$ cat src/rtl/kan_axis_pkg.sv
// Shared AXI-Stream scheduling types and the round-robin pick helper.
// The helper rotates the request vector by the pointer, priority-encodes it, then rotates the result back.
package kan_axis_pkg;

  typedef enum logic {
    ST_IDLE   = 1'b0,
    ST_LOCKED = 1'b1
  } sched_state_t;

  localparam int RR_MAX = 32;
  localparam int RR_IW  = 5;

  // First set bit of valid[0..n-1] at or after ptr, wrapping at n; returns ptr when none set.
  function automatic int rr_pick(input logic [RR_MAX-1:0] valid, input int ptr, input int n);
    logic [RR_MAX-1:0] rot;
    int idx;
    int pos;
    rot = '0;
    for (int i = 0; i < RR_MAX; i++) begin
      idx = ptr + i;
      if (idx >= n) idx = idx - n;
      if (i < n) rot[i] = valid[idx[RR_IW-1:0]];
    end
    pos = 0;
    for (int i = RR_MAX - 1; i >= 0; i--) begin
      if (rot[i]) pos = i;
    end
    idx = ptr + pos;
    if (idx >= n) idx = idx - n;
    return idx;
  endfunction

endpackage

$ cat src/rtl/axis_register.sv
// Valid/ready register slice. REG_TYPE=2: two-entry skid (full throughput, registered ready);
// REG_TYPE=1: single register with combinational ready pass-through.
module axis_register #(
  parameter int REG_TYPE = 2,
  parameter int WIDTH    = 8
) (
  input  logic             clk,
  input  logic             rst,
  input  logic [WIDTH-1:0] s_data,
  input  logic             s_valid,
  output logic             s_ready,
  output logic [WIDTH-1:0] m_data,
  output logic             m_valid,
  input  logic             m_ready
);

  logic [WIDTH-1:0] r_m_data;
  logic             r_m_valid;

  assign m_data  = r_m_data;
  assign m_valid = r_m_valid;

  generate
    if (REG_TYPE == 2) begin : g_skid
      logic [WIDTH-1:0] r_sk_data;
      logic             r_sk_valid;

      assign s_ready = !r_sk_valid;

      always_ff @(posedge clk) begin
        if (rst) begin
          r_m_valid  <= 1'b0;
          r_sk_valid <= 1'b0;
        end else if (!r_m_valid || m_ready) begin
          // Output slot frees up: the skid entry (older) always goes first.
          if (r_sk_valid) begin
            r_m_data   <= r_sk_data;
            r_m_valid  <= 1'b1;
            r_sk_valid <= 1'b0;
          end else begin
            r_m_valid <= s_valid;
            if (s_valid) r_m_data <= s_data;
          end
        end else if (s_valid && !r_sk_valid) begin
          r_sk_data  <= s_data;
          r_sk_valid <= 1'b1;
        end
      end
    end else begin : g_reg
      assign s_ready = !r_m_valid || m_ready;

      always_ff @(posedge clk) begin
        if (rst) begin
          r_m_valid <= 1'b0;
        end else if (s_ready) begin
          r_m_valid <= s_valid;
          if (s_valid) r_m_data <= s_data;
        end
      end
    end
  endgenerate

endmodule

$ cat src/rtl/axis_rr_scheduler.sv
// Round-robin scheduler sharing one AXI-Stream sink among CHANNELS requesters, per beat or per packet.
// The granted index travels with each beat through the output skid stage and appears on m_axis_tid.
module axis_rr_scheduler
  import kan_axis_pkg::*;
#(
  parameter int DATA_WIDTH  = 16,
  parameter int KEEP_ENABLE = (DATA_WIDTH > 8),
  parameter int KEEP_WIDTH  = (KEEP_ENABLE != 0) ? ((DATA_WIDTH + 7) / 8) : 1,
  parameter int CHANNELS    = 4,
  parameter int PACKET_MODE = 1,
  parameter int USER_ENABLE = 0,
  parameter int USER_WIDTH  = (USER_ENABLE != 0) ? 8 : 1,
  parameter int SEL_WIDTH   = $clog2(CHANNELS)
) (
  input  logic                           clk,
  input  logic                           rst,
  input  logic [CHANNELS*DATA_WIDTH-1:0] s_axis_tdata,
  input  logic [CHANNELS*KEEP_WIDTH-1:0] s_axis_tkeep,
  input  logic [CHANNELS-1:0]            s_axis_tvalid,
  output logic [CHANNELS-1:0]            s_axis_tready,
  input  logic [CHANNELS-1:0]            s_axis_tlast,
  input  logic [CHANNELS*USER_WIDTH-1:0] s_axis_tuser,
  output logic [DATA_WIDTH-1:0]          m_axis_tdata,
  output logic [KEEP_WIDTH-1:0]          m_axis_tkeep,
  output logic                           m_axis_tvalid,
  input  logic                           m_axis_tready,
  output logic                           m_axis_tlast,
  output logic [SEL_WIDTH-1:0]           m_axis_tid,
  output logic [USER_WIDTH-1:0]          m_axis_tuser,
  input  logic                           cfg_enable,
  output logic                           stat_busy,
  output logic [SEL_WIDTH-1:0]           stat_grant
);

  localparam int KEEP_LSB = DATA_WIDTH;
  localparam int LAST_BIT = KEEP_LSB + KEEP_WIDTH;
  localparam int USER_LSB = LAST_BIT + 1;
  localparam int TID_LSB  = USER_LSB + USER_WIDTH;
  localparam int PAY_W    = TID_LSB + SEL_WIDTH;
  localparam logic [SEL_WIDTH-1:0] LAST_CH = SEL_WIDTH'(CHANNELS - 1);

  sched_state_t          r_state, w_state_nxt;
  logic [SEL_WIDTH-1:0]  r_ptr, r_grant;
  logic [SEL_WIDTH-1:0]  w_sel, w_cur, w_ptr_inc;
  logic                  w_grant_vld, w_acc, w_last, w_skid_rdy;
  logic [PAY_W-1:0]      w_pay, w_m_pay;

  assign w_sel     = SEL_WIDTH'(rr_pick(RR_MAX'(s_axis_tvalid), int'(r_ptr), CHANNELS));
  assign w_ptr_inc = (w_cur == LAST_CH) ? '0 : w_cur + 1'b1;

  always_ff @(posedge clk) begin
    if (rst) begin
      r_state <= ST_IDLE;
      r_ptr   <= '0;
      r_grant <= '0;
    end else begin
      r_state <= w_state_nxt;
      if (w_acc) begin
        r_grant <= w_cur;
        if (w_state_nxt == ST_IDLE) r_ptr <= w_ptr_inc;
      end
    end
  end

  always_comb begin
    w_state_nxt   = r_state;
    w_cur         = r_grant;
    w_grant_vld   = 1'b0;
    s_axis_tready = '0;
    case (r_state)
      ST_IDLE: begin
        if (cfg_enable && (|s_axis_tvalid)) begin
          w_cur       = w_sel;
          w_grant_vld = 1'b1;
        end
      end
      ST_LOCKED: w_grant_vld = 1'b1;
      default:   w_grant_vld = 1'b0;
    endcase
    // No handshakes while reset is held, so nothing leaks past a mid-packet reset.
    if (rst) w_grant_vld = 1'b0;
    s_axis_tready[w_cur] = w_grant_vld && w_skid_rdy;
    w_last = s_axis_tlast[w_cur];
    w_acc  = w_grant_vld && w_skid_rdy && s_axis_tvalid[w_cur];
    if (w_acc) begin
      if ((PACKET_MODE != 0) && !w_last) w_state_nxt = ST_LOCKED;
      else                               w_state_nxt = ST_IDLE;
    end
  end

  assign w_pay = {w_cur,
                  s_axis_tuser[w_cur*USER_WIDTH +: USER_WIDTH],
                  w_last,
                  s_axis_tkeep[w_cur*KEEP_WIDTH +: KEEP_WIDTH],
                  s_axis_tdata[w_cur*DATA_WIDTH +: DATA_WIDTH]};

  axis_register #(
    .REG_TYPE (2),
    .WIDTH    (PAY_W)
  ) u_out_reg (
    .clk     (clk),
    .rst     (rst),
    .s_data  (w_pay),
    .s_valid (w_acc),
    .s_ready (w_skid_rdy),
    .m_data  (w_m_pay),
    .m_valid (m_axis_tvalid),
    .m_ready (m_axis_tready)
  );

  assign m_axis_tdata = w_m_pay[DATA_WIDTH-1:0];
  assign m_axis_tlast = w_m_pay[LAST_BIT];
  assign m_axis_tid   = w_m_pay[TID_LSB +: SEL_WIDTH];
  assign m_axis_tkeep = (KEEP_ENABLE != 0) ? w_m_pay[KEEP_LSB +: KEEP_WIDTH] : '1;
  assign m_axis_tuser = (USER_ENABLE != 0) ? w_m_pay[USER_LSB +: USER_WIDTH] : '0;

  assign stat_busy  = (r_state == ST_LOCKED);
  assign stat_grant = r_grant;

endmodule

$ cat config.mk
export PLATFORM = sky130hd
export DESIGN_NAME = axis_rr_scheduler
export DESIGN_NICKNAME = d
export VERILOG_FILES = /design/src/rtl/kan_axis_pkg.sv /design/src/rtl/axis_register.sv /design/src/rtl/axis_rr_scheduler.sv
export SDC_FILE = /design/constraint.sdc
export NUM_CORES = 1
export LEC_CHECK = 0
export BUFFER_PORTS_ARGS = -buffer_cell sky130_fd_sc_hd__buf_2
export CAP_MARGIN = 20
export CELL_PAD_IN_SITES_DETAIL_PLACEMENT = 0
export CELL_PAD_IN_SITES_GLOBAL_PLACEMENT = 1
export CORE_ASPECT_RATIO = 0.8
export CORE_MARGIN = 1
export CORE_UTILIZATION = 35
export DETAILED_ROUTE_END_ITERATION = 10
export PLACE_DENSITY_LB_ADDON = 0.1
export SYNTH_ARGS = -nofsm -noshare
export SYNTH_HDL_FRONTEND = slang
export SYNTH_HIERARCHICAL = 1
export SYNTH_SLANG_ARGS = --single-unit
$ cat constraint.sdc
create_clock -name clk -period 6.7 [get_ports clk]
set_input_delay 1.34 -clock clk [delete_from_list [all_inputs] [get_ports clk]]
set_output_delay 1.34 -clock clk [all_outputs]
set_load 0.005 [all_outputs]
# Yosys cells after proc, flatten, opt, wreduce, memory -nomap -nowiden
# Index checks and enable logic that the tools add are counted.
[classes]
n_addsub = 10
n_lt_le_gt_ge = 11
n_eq_ne = 1
shifts = 3
mux = 34
bitwise = 5
reduce_logical = 14
[ops]
columns = ["op", "count"]
rows = [
  ["two-way mux 32 bit", 3],
  ["indexed part select 64 x 7 -> 16 bit", 1],
  ["two-way mux 22 bit", 2],
  ["adder 3 x 32 -> 32 bit", 1],
  [">= comparator 32 x 4 -> 1 bit, second input constant", 1],
  ["less-than comparator 5 x 6 -> 1 bit, second input constant", 4],
  ["binary-select mux 1 bit (select 5 bit)", 4],
  ["two-way mux 5 bit", 4],
  ["two-way mux 1 bit", 12],
  ["subtractor 3 x 3 -> 4 bit, second input constant", 3],
  ["two-way mux 2 bit", 5],
  [">= comparator 3 bit, second input constant", 3],
  ["indexed part select 8 x 4 -> 2 bit", 1],
  ["adder 2 x 2 -> 3 bit, second input constant", 2],
  ["AND reduction 3 bit", 2],
  ["logical AND 1 bit", 5],
  ["bitwise AND 4 bit", 1],
  ["binary-select mux 1 bit (select 2 bit)", 2],
  ["inverter 1 bit", 4],
  ["OR reduction 4 bit", 1],
  ["indexed part select 4 x 3 -> 1 bit", 1],
  ["subtractor 2 x 3 -> 4 bit, second input constant", 1],
  ["adder 2 x 1 -> 3 bit, second input constant", 1],
  [">= comparator 2 x 3 -> 1 bit, second input constant", 1],
  ["other kinds (12)", 13],
]
[word_totals]
register_bits = 51
in_bits = 88
out_inout_bits = 30
elab_cells = 85

# Longest topological paths before layout
# Gate-level depths: netlist (run 1).
[depth]
depth_word = 20
depth_mapped = 16
ltp_nobuf = 14

# Modules after synthesis
# Netlist (run 1), hierarchy kept.
[modules_own_cells]
columns = ["module", "n_inst", "cells_per_inst", "area_per_inst_um2", "seq_area_each_um2"]
rows = [
  ["axis_register", 1, 79, 1783.0, 1361.3],
  ["axis_rr_scheduler", 1, 212, 1303.8, 100.1],
]

# Worst setup path before layout (run 1)
# OpenSTA, ideal clock, no wires.
[synth_timing]
path_type = "input -> register"
from = "input s_axis_tvalid[3]"
to = "register u_out_reg.r_m_data[0], in the netlist u_out_reg/m_data[0] (enable)"
setup_time_ns = 0.429
arrival_ns = 4.659
t_required_ns = 6.271
setup_slack_ns = 1.612
cell_stages = 12
path_buffers = 0
cell_sequence = "mux2_2 a22oi_1 nand3_1 a21oi_1 ha_1 xor2_1 a2111o_1 o211ai_2 mux2i_1 inv_1 nor2_1 nor3_1"
[synth_via]
elab_chain_len = 16
elab_cells_between_ends = 29
classes_between = "2 x add/sub; 1 x order compare; 20 x mux; 6 x reduce/logical"
[synth_rtl]
columns = ["item", "line_no", "text"]
rows = [
  ["from (decl)", "axis_rr_scheduler.sv:19", "input logic [CHANNELS-1:0] s_axis_tvalid,"],
  ["binary-select mux 1 bit (select 5 bit)", "kan_axis_pkg.sv:22", "if (i < n) rot[i] = valid[idx[RR_IW-1:0]];"],
  ["two-way mux 1 bit (implied by the code)", "kan_axis_pkg.sv:22", ""],
  ["two-way mux 2 bit", "kan_axis_pkg.sv:26", "if (rot[i]) pos = i;"],
  ["two-way mux 32 bit (3 in a row)", "kan_axis_pkg.sv:26", ""],
  ["adder 3 x 32 -> 32 bit", "kan_axis_pkg.sv:28", "idx = ptr + pos;"],
  [">= comparator 32 x 4 -> 1 bit / subtractor 2 x 1 -> 2 bit (equally long branches)", "kan_axis_pkg.sv:29", "if (idx >= n) idx = idx - n;"],
  ["two-way mux 2 bit", "kan_axis_pkg.sv:29", ""],
  ["two-way mux 2 bit", "axis_rr_scheduler.sv:72", "if (cfg_enable && (|s_axis_tvalid)) begin"],
  ["two-way mux 2 bit", "axis_rr_scheduler.sv:70", "case (r_state)"],
  ["binary-select mux 1 bit (select 2 bit)", "axis_rr_scheduler.sv:84", "w_acc = w_grant_vld && w_skid_rdy && s_axis_tvalid[w_cur];"],
  ["two-way mux 1 bit (implied by the code)", "axis_rr_scheduler.sv:84", ""],
  ["logical AND 1 bit *", "axis_rr_scheduler.sv:84", ""],
  ["net w_acc", "axis_rr_scheduler.sv:45", "logic w_grant_vld, w_acc, w_last, w_skid_rdy;"],
  ["nonzero test 2 bit (no source line) *", "--", ""],
  ["AND reduction 3 bit (no source line) *", "--", ""],
  ["to (signal assigned)", "axis_register.sv:37", "r_m_data <= r_sk_data;"],
  ["to (signal assigned)", "axis_register.sv:42", "if (s_valid) r_m_data <= s_data;"],
  ["to (decl)", "axis_register.sv:17", "logic [WIDTH-1:0] r_m_data;"],
]
# The timed path passes the listed nets; every way through them passes the cells marked *. The select of a mux whose other input is x is not followed.
# A chain may end at the register's enable or synchronous reset.

# Final worst setup path (run 1)
[layout_timing]
from = "input s_axis_tvalid[3]"
to = "output s_axis_tready[1]"
[layout_via]
elab_chain_len = 16
elab_cells_between_ends = 30
classes_between = "2 x add/sub; 3 x order compare; 20 x mux; 1 x bitwise; 4 x reduce/logical"
[layout_rtl]
columns = ["item", "line_no", "text"]
rows = [
  ["binary-select mux 1 bit (select 5 bit)", "kan_axis_pkg.sv:22", ""],
  ["two-way mux 1 bit (implied by the code)", "kan_axis_pkg.sv:22", ""],
  ["two-way mux 2 bit", "kan_axis_pkg.sv:26", ""],
  ["two-way mux 32 bit (3 in a row)", "kan_axis_pkg.sv:26", ""],
  ["adder 3 x 32 -> 32 bit", "kan_axis_pkg.sv:28", ""],
  [">= comparator 32 x 4 -> 1 bit / subtractor 2 x 1 -> 2 bit (equally long branches)", "kan_axis_pkg.sv:29", ""],
  ["two-way mux 2 bit", "kan_axis_pkg.sv:29", ""],
  ["two-way mux 2 bit", "axis_rr_scheduler.sv:72", ""],
  ["two-way mux 2 bit", "axis_rr_scheduler.sv:70", ""],
  ["less-than comparator 2 x 3 -> 1 bit (implied by the code) / >= comparator 2 x 1 -> 1 bit (equally long branches)", "axis_rr_scheduler.sv:82", "s_axis_tready[w_cur] = w_grant_vld && w_skid_rdy;"],
  ["logical AND 1 bit", "axis_rr_scheduler.sv:82", ""],
  ["two-way mux 1 bit (implied by the code)", "axis_rr_scheduler.sv:82", ""],
  ["demux 1 bit (select 2 bit)", "axis_rr_scheduler.sv:82", ""],
  ["bitwise AND 4 bit (no source line) *", "--", ""],
  ["to (decl)", "axis_rr_scheduler.sv:20", "output logic [CHANNELS-1:0] s_axis_tready,"],
]
# Every way passes the cells marked *; elsewhere a longest branch is shown, timed or not. The select of a mux whose other input is x is not followed.

==> results_dict.tcl, run 1 <==
set metrics [dict create \
    io_pins 118 \
    place_congestion 0.813 \
    finalWirelength_um 7020 \
    status "completed" \
    cts_setup_buffers 0 \
    fin_setup_tns_ps 0 \
    cp-end-kind "primary output" \
    fin_ws_ps 778 \
    grt_usage 0.161 \
    power_density_nw_per_um2 269 \
    internal_power_mw 0.683 \
    die-area_um2 8910 \
    wl_per_cell_um 14.1 \
    slew_headroom 0.520 \
    drc_errors 0 \
    grt-ovfl-total 0 \
    crit_path_cell_trace "buf_2 -> mux2_2 -> a22oi_1 -> nand3_1 -> a21oi_1 -> ha_1 -> xor2_1 -> nand3_1 -> o211ai_4 -> inv_1 -> ha_1 -> and2_1 -> buf_2" \
    final_core_util 0.460 \
    vdd_drop_max_v 0.000131 \
    slew_violations 0 \
    worst_pin_slew_ps 719 \
    comb_power_share 0.403 \
    postSynthCellCount 282 \
    hpwlAfterDp_um 5250 \
    cp_slowest_cell "o211ai_4" \
    holdBufCountCts 0 \
    clock_sinks 49 \
    fp.dieH_um 84.6 \
    cts_tree "yes" \
    ant_nets 0 \
    vias_per_cell 4.86 \
    yosys_warnings 6 \
    drt_iter0_drc 126 \
    syn_nets 380 \
    clock_path_buffers 2 \
    rows 29 \
    die_x_um 105 \
    clock_latency_ps 290 \
    r2r_start "r_ptr[0]" \
    final_area_um2 3720 \
    hold_end "stat_grant[0]" \
    path_clk_slew_ps 80 \
    cp-start-kind "input port" \
    sw_frac_of_total 0.318 \
    antenna_cells 0 \
    design.core.area_um2 8090 \
    critPathArrivalTime_ps 4580 \
    start_util 0.369 \
    finalCritPeriodShare 0.884 \
    dr_total_vias 2420 \
    rsz0062_at_grt "no" \
    r2r_cells 12 \
    nFillCells 806 \
    first_pass_iters 4 \
    p_switching_mw 0.318 \
    cp_max_fo 28 \
    numPortBuffers 112 \
    cp.required_ps 5360 \
    r2r_end "u_out_reg/g_skid.r_sk_data[20]" \
    hold_depth 2 \
    fin_nets 487 \
    fmax_mhz 169 \
    clockRootBuffer "clkbuf_8" \
    slowest_delay_ps 590 \
    syn2layout_area_growth_pct 24.7 \
    syn_avg_cell_area_um2 10.6 \
    setup_viol_count_final 0 \
    drive_above_1_share 0.392 \
    grt_pass1_wl_um 11400 \
    hp-start "stat_grant[0]" \
    p_leak_nw 1.69 \
    final_period_minus_worst_setup_slack_ps 5920 \
    pwr-share-clk 0.200 \
    grt_max_degree 43 \
    min_path_type "flip-flop to flip-flop" \
    synthesis.area_um2 2990 \
    cp-startpoint "s_axis_tvalid[3]" \
    placed_area_um2 3610 \
    grt_pass1_vias 2261 \
    htreeDepth 2 \
    regToRegSetupSlack_ps 2380 \
    pre_cts_slack_ps 379 \
    cts_buffers 5 \
    hold_viol 0 \
    worst_hold_slack_ps 536 \
    seqPwrFrac 0.397 \
    timing_worst_setup_path_type "input port to primary output" \
    maxCapViolCount 0 \
    finClkSkew_ps 2.49 \
    grt_antenna_before_repair 0 \
]
[worst max-delay path: cells and delay by family]
kind | cells | cell delay, ps
adders and majority gates | 2 | 510
buffers and inverters | 3 | 810
muxes | 1 | 270
and+or+nand+nor | 3 | 380
AOI/OAI and AO/OA | 3 | 1070
xor gates and xnor gates | 1 | 190
[worst max-delay path by stage]
stage,cells past startpoint,endpoint,slack [ps]
global placement,13,s_axis_tready[0],420
floorplan,12,u_out_reg/m_data[0],1680
finish,13,s_axis_tready[1],780
global route,13,s_axis_tready[0],370
CTS,13,s_axis_tready[1],370
detailed placement,13,s_axis_tready[1],380
[state kept, by name, summed over array words and instances (netlist names)]
signal and count:
u_out_reg/g_skid.r_sk_data 21, u_out_reg/m_data 21, r_ptr 2, stat_grant 2
stat_busy 1, u_out_reg/g_skid.r_sk_valid 1, u_out_reg/m_valid 1
[power by group through the flow]
stage	clock network, mW	registers [mW]	logic, mW
after floorplan	0	0.401	0.295
after global placement	0	0.404	0.400
after detailed placement	0	0.404	0.404
after CTS	0.208	0.398	0.407
after global routing	0.219	0.400	0.453
final	0.200	0.397	0.404
[cells in the final DEF, fill, tap and decap left out, types with 6 or more instances in the layout]
cell / n
and3_1: 20
mux2_4: 18
dfxtp_1: 7
inv_1: 8
mux2_2: 6
buf_2: 112
a31oi_1: 18
ha_1: 10
edfxtp_1: 42
a21oi_1: 8
nand2_1: 80
[metrics by stage]
stage | total power [mW] | instances
2_1_floorplan | 0.696 | 282
3_3_place_gp | 0.803 | 490
3_5_place_dp | 0.808 | 490
4_1_cts | 1.01 | 498
5_1_grt | 1.07 | 498
6_report | 1.00 | 498
[per-layer routing]
layer,part of all wire,vias to the layer above,track usage
li1,-,1228,-
met1,0.51,1102,0.234
met2,0.42,84,0.247
met3,0.056,6,0.0233
met4,0.012,0,0.0538
met5,0,-,0
[timing repair]
action	4_1_cts	5_1_grt
resized for setup	0	1
endpoints found under the setup margin	0	2
endpoints found under the hold margin	0	0
[layout make-up]
class / instances / area [um2] / share of cell area
clock inverters: 2 / 33.8 / 0.00907
clock buffers: 6 / 72.6 / 0.0195
well taps: 108 / 135 / 0.0363
multi-input cells: 208 / 1450 / 0.390
flip-flops and latches: 49 / 1400 / 0.376
inverters: 8 / 30.0 / 0.00806
repair buffers: 117 / 598 / 0.161
Power figures use the tool's default switching activity.
==> run 2, diff against run 1 <==
--- a/config.mk
+++ b/config.mk
@@ -11,7 +11,7 @@
 export CELL_PAD_IN_SITES_GLOBAL_PLACEMENT = 1
 export CORE_ASPECT_RATIO = 0.8
 export CORE_MARGIN = 1
-export CORE_UTILIZATION = 35
+export CORE_UTILIZATION = 37
 export DETAILED_ROUTE_END_ITERATION = 10
 export PLACE_DENSITY_LB_ADDON = 0.1
 export SYNTH_ARGS = -nofsm -noshare
==> run 2 against run 1 <==
Utilization grew 2.9 points. Clock skew is 1.8 ps higher. Via count rose by 0.62%. Count of clock-buffer cells in the layout stayed put. Combinational power about the same. Sequential power hardly changed. Die area is 5.3% lower. Register-to-register slack better by 150 ps. Power is 0.32% higher. Hold slack is essentially flat. First-iteration DRC count is 20% lower. Highest routed layer unchanged. Cell area decreased by 0.13%. Critical path type unchanged.
==> results_dict.tcl, run 2 (same netlist as run 1, synthesis figures left out) <==
set metrics [dict create \
    r2r_cells 14 \
    fmax_mhz 189 \
    holdBufCountCts 0 \
    final_core_util 0.489 \
    cp-startpoint "s_axis_tvalid[3]" \
    layout_common_cells "112 x buf_2, 80 x nand2_1, 42 x edfxtp_1" \
    vias_per_cell 4.91 \
    cts_setup_buffers 0 \
    slew_headroom 0.530 \
    dr_wl_met2_um 2890 \
    clock_path_buffers 2 \
    grt-ovfl-total 0 \
    cts_tree "yes" \
    wl_per_cell_um 14.0 \
    cp-end-kind "primary output" \
    design.core.area_um2 7600 \
    p_leak_nw 1.70 \
    hpwlAfterDp_um 5130 \
    die-area_um2 8440 \
    syn2layout_area_growth_pct 24.5 \
    final_common_cell "buf_2" \
    hold_depth 2 \
    grt_pass1_wl_um 10500 \
    htreeDepth 2 \
    drive_above_1_share 0.394 \
    nFillCells 755 \
    die_x_um 102 \
    power_density_nw_per_um2 270 \
    highest_layer "met4" \
    finalCritPeriodShare 0.789 \
    drt_iter0_drc 101 \
    r2r_start "r_ptr[0]" \
    io_pins 118 \
    clock_latency_ps 290 \
    grt_max_degree 43 \
    dr_total_vias 2435 \
    ant_nets 0 \
    finalWirelength_um 6940 \
    hp-start "stat_grant[0]" \
    clockRootBuffer "clkbuf_8" \
    cp_max_fo 20 \
    cp-start-kind "input port" \
    cts_resized 0 \
    grt_pass1_vias 2144 \
    first_pass_iters 4 \
    grt_usage 0.165 \
    dr_wl_met3_um 450 \
    hold_end "stat_grant[0]" \
    total_power_mw 1.00 \
    regToRegSetupSlack_ps 2530 \
    rsz0062_at_grt "no" \
    met1_length_um 3530 \
    rows 28 \
    cp.required_ps 5360 \
    antenna_cells 0 \
    vdd_drop_max_v 0.000132 \
    place_congestion 0.837 \
    timing_worst_setup_path_type "input port to primary output" \
    fp.dieH_um 82.4 \
    min_path_type "flip-flop to flip-flop" \
    finClkSkew_ps 4.32 \
    path_clk_slew_ps 90 \
    fin_nets 488 \
    slew_violations 0 \
    numPortBuffers 112 \
    worst_pin_slew_ps 705 \
    critPathArrivalTime_ps 3950 \
    final_period_minus_worst_setup_slack_ps 5290 \
    clock_sinks 49 \
    hold_viol 0 \
    setup_viol_count_final 0 \
    fin_setup_tns_ps 0 \
    maxCapViolCount 0 \
    grt_antenna_before_repair 0 \
    drc_errors 0 \
    r2r_end "u_out_reg/g_skid.r_sk_data[1]" \
    cts_buffers 5 \
    status "completed" \
    start_util 0.393 \
]
[run 2: cell types whose count changed in the layout (fill, tap and decap cells not counted)]
cell / delta
o211ai_2: +1
o211ai_4: -1
buf_4: +1
[run 2: metal layers]
layer	track usage	vias to the layer above
met3	0.0362	5
met2	0.242	92
met5	0	-
li1	-	1230
met1	0.242	1108
met4	0.0529	0
[run 2: worst max-delay path, stage by stage]
cell	delay [ps]
buf_2	140
mux2_2	270
a22oi_1	310
nand3_1	110
a21oi_1	160
ha_1	170
xor2_1	80
a2111o_1	370
o211ai_2	90
inv_1	340
ha_1	320
and2_1	130
buf_2	120
[run 2: cell type report]
cell class,count,area [um2],area share
clock buffers,6,72.6,0.0195
clock inverters,2,33.8,0.00908
inverters,8,30.0,0.00807
multi-input cells,208,1450,0.388
flip-flops and latches,49,1400,0.377
well taps,105,131,0.0353
repair buffers,118,606,0.163
[run 2: report_power, final]
part           internal, mW  total (mW)  switching, mW
Sequential            0.384       0.397         0.0128
Clock                 0.110       0.202         0.0921
Combinational         0.190       0.405          0.215
[run 2: worst max path at each step]
stage,end,slack (ps)
finish,s_axis_tready[0],1410
global route,s_axis_tready[0],1130
CTS,s_axis_tready[1],1390
detailed placement,s_axis_tready[1],1400
global placement,s_axis_tready[1],1420
floorplan,u_out_reg/m_data[0],1680
[run 2: stage by stage]
stage / hold slack (ps) / instance area (um2) / setup WS [ps] / instances
global route: 552 / 3720 / 1130 / 496
detailed placement: 526 / 3610 / 1400 / 488
finish: 536 / 3720 / 1410 / 496
global placement: 516 / 3610 / 1420 / 488
CTS: 538 / 3720 / 1390 / 496
floorplan: 475 / 2990 / 1680 / 282
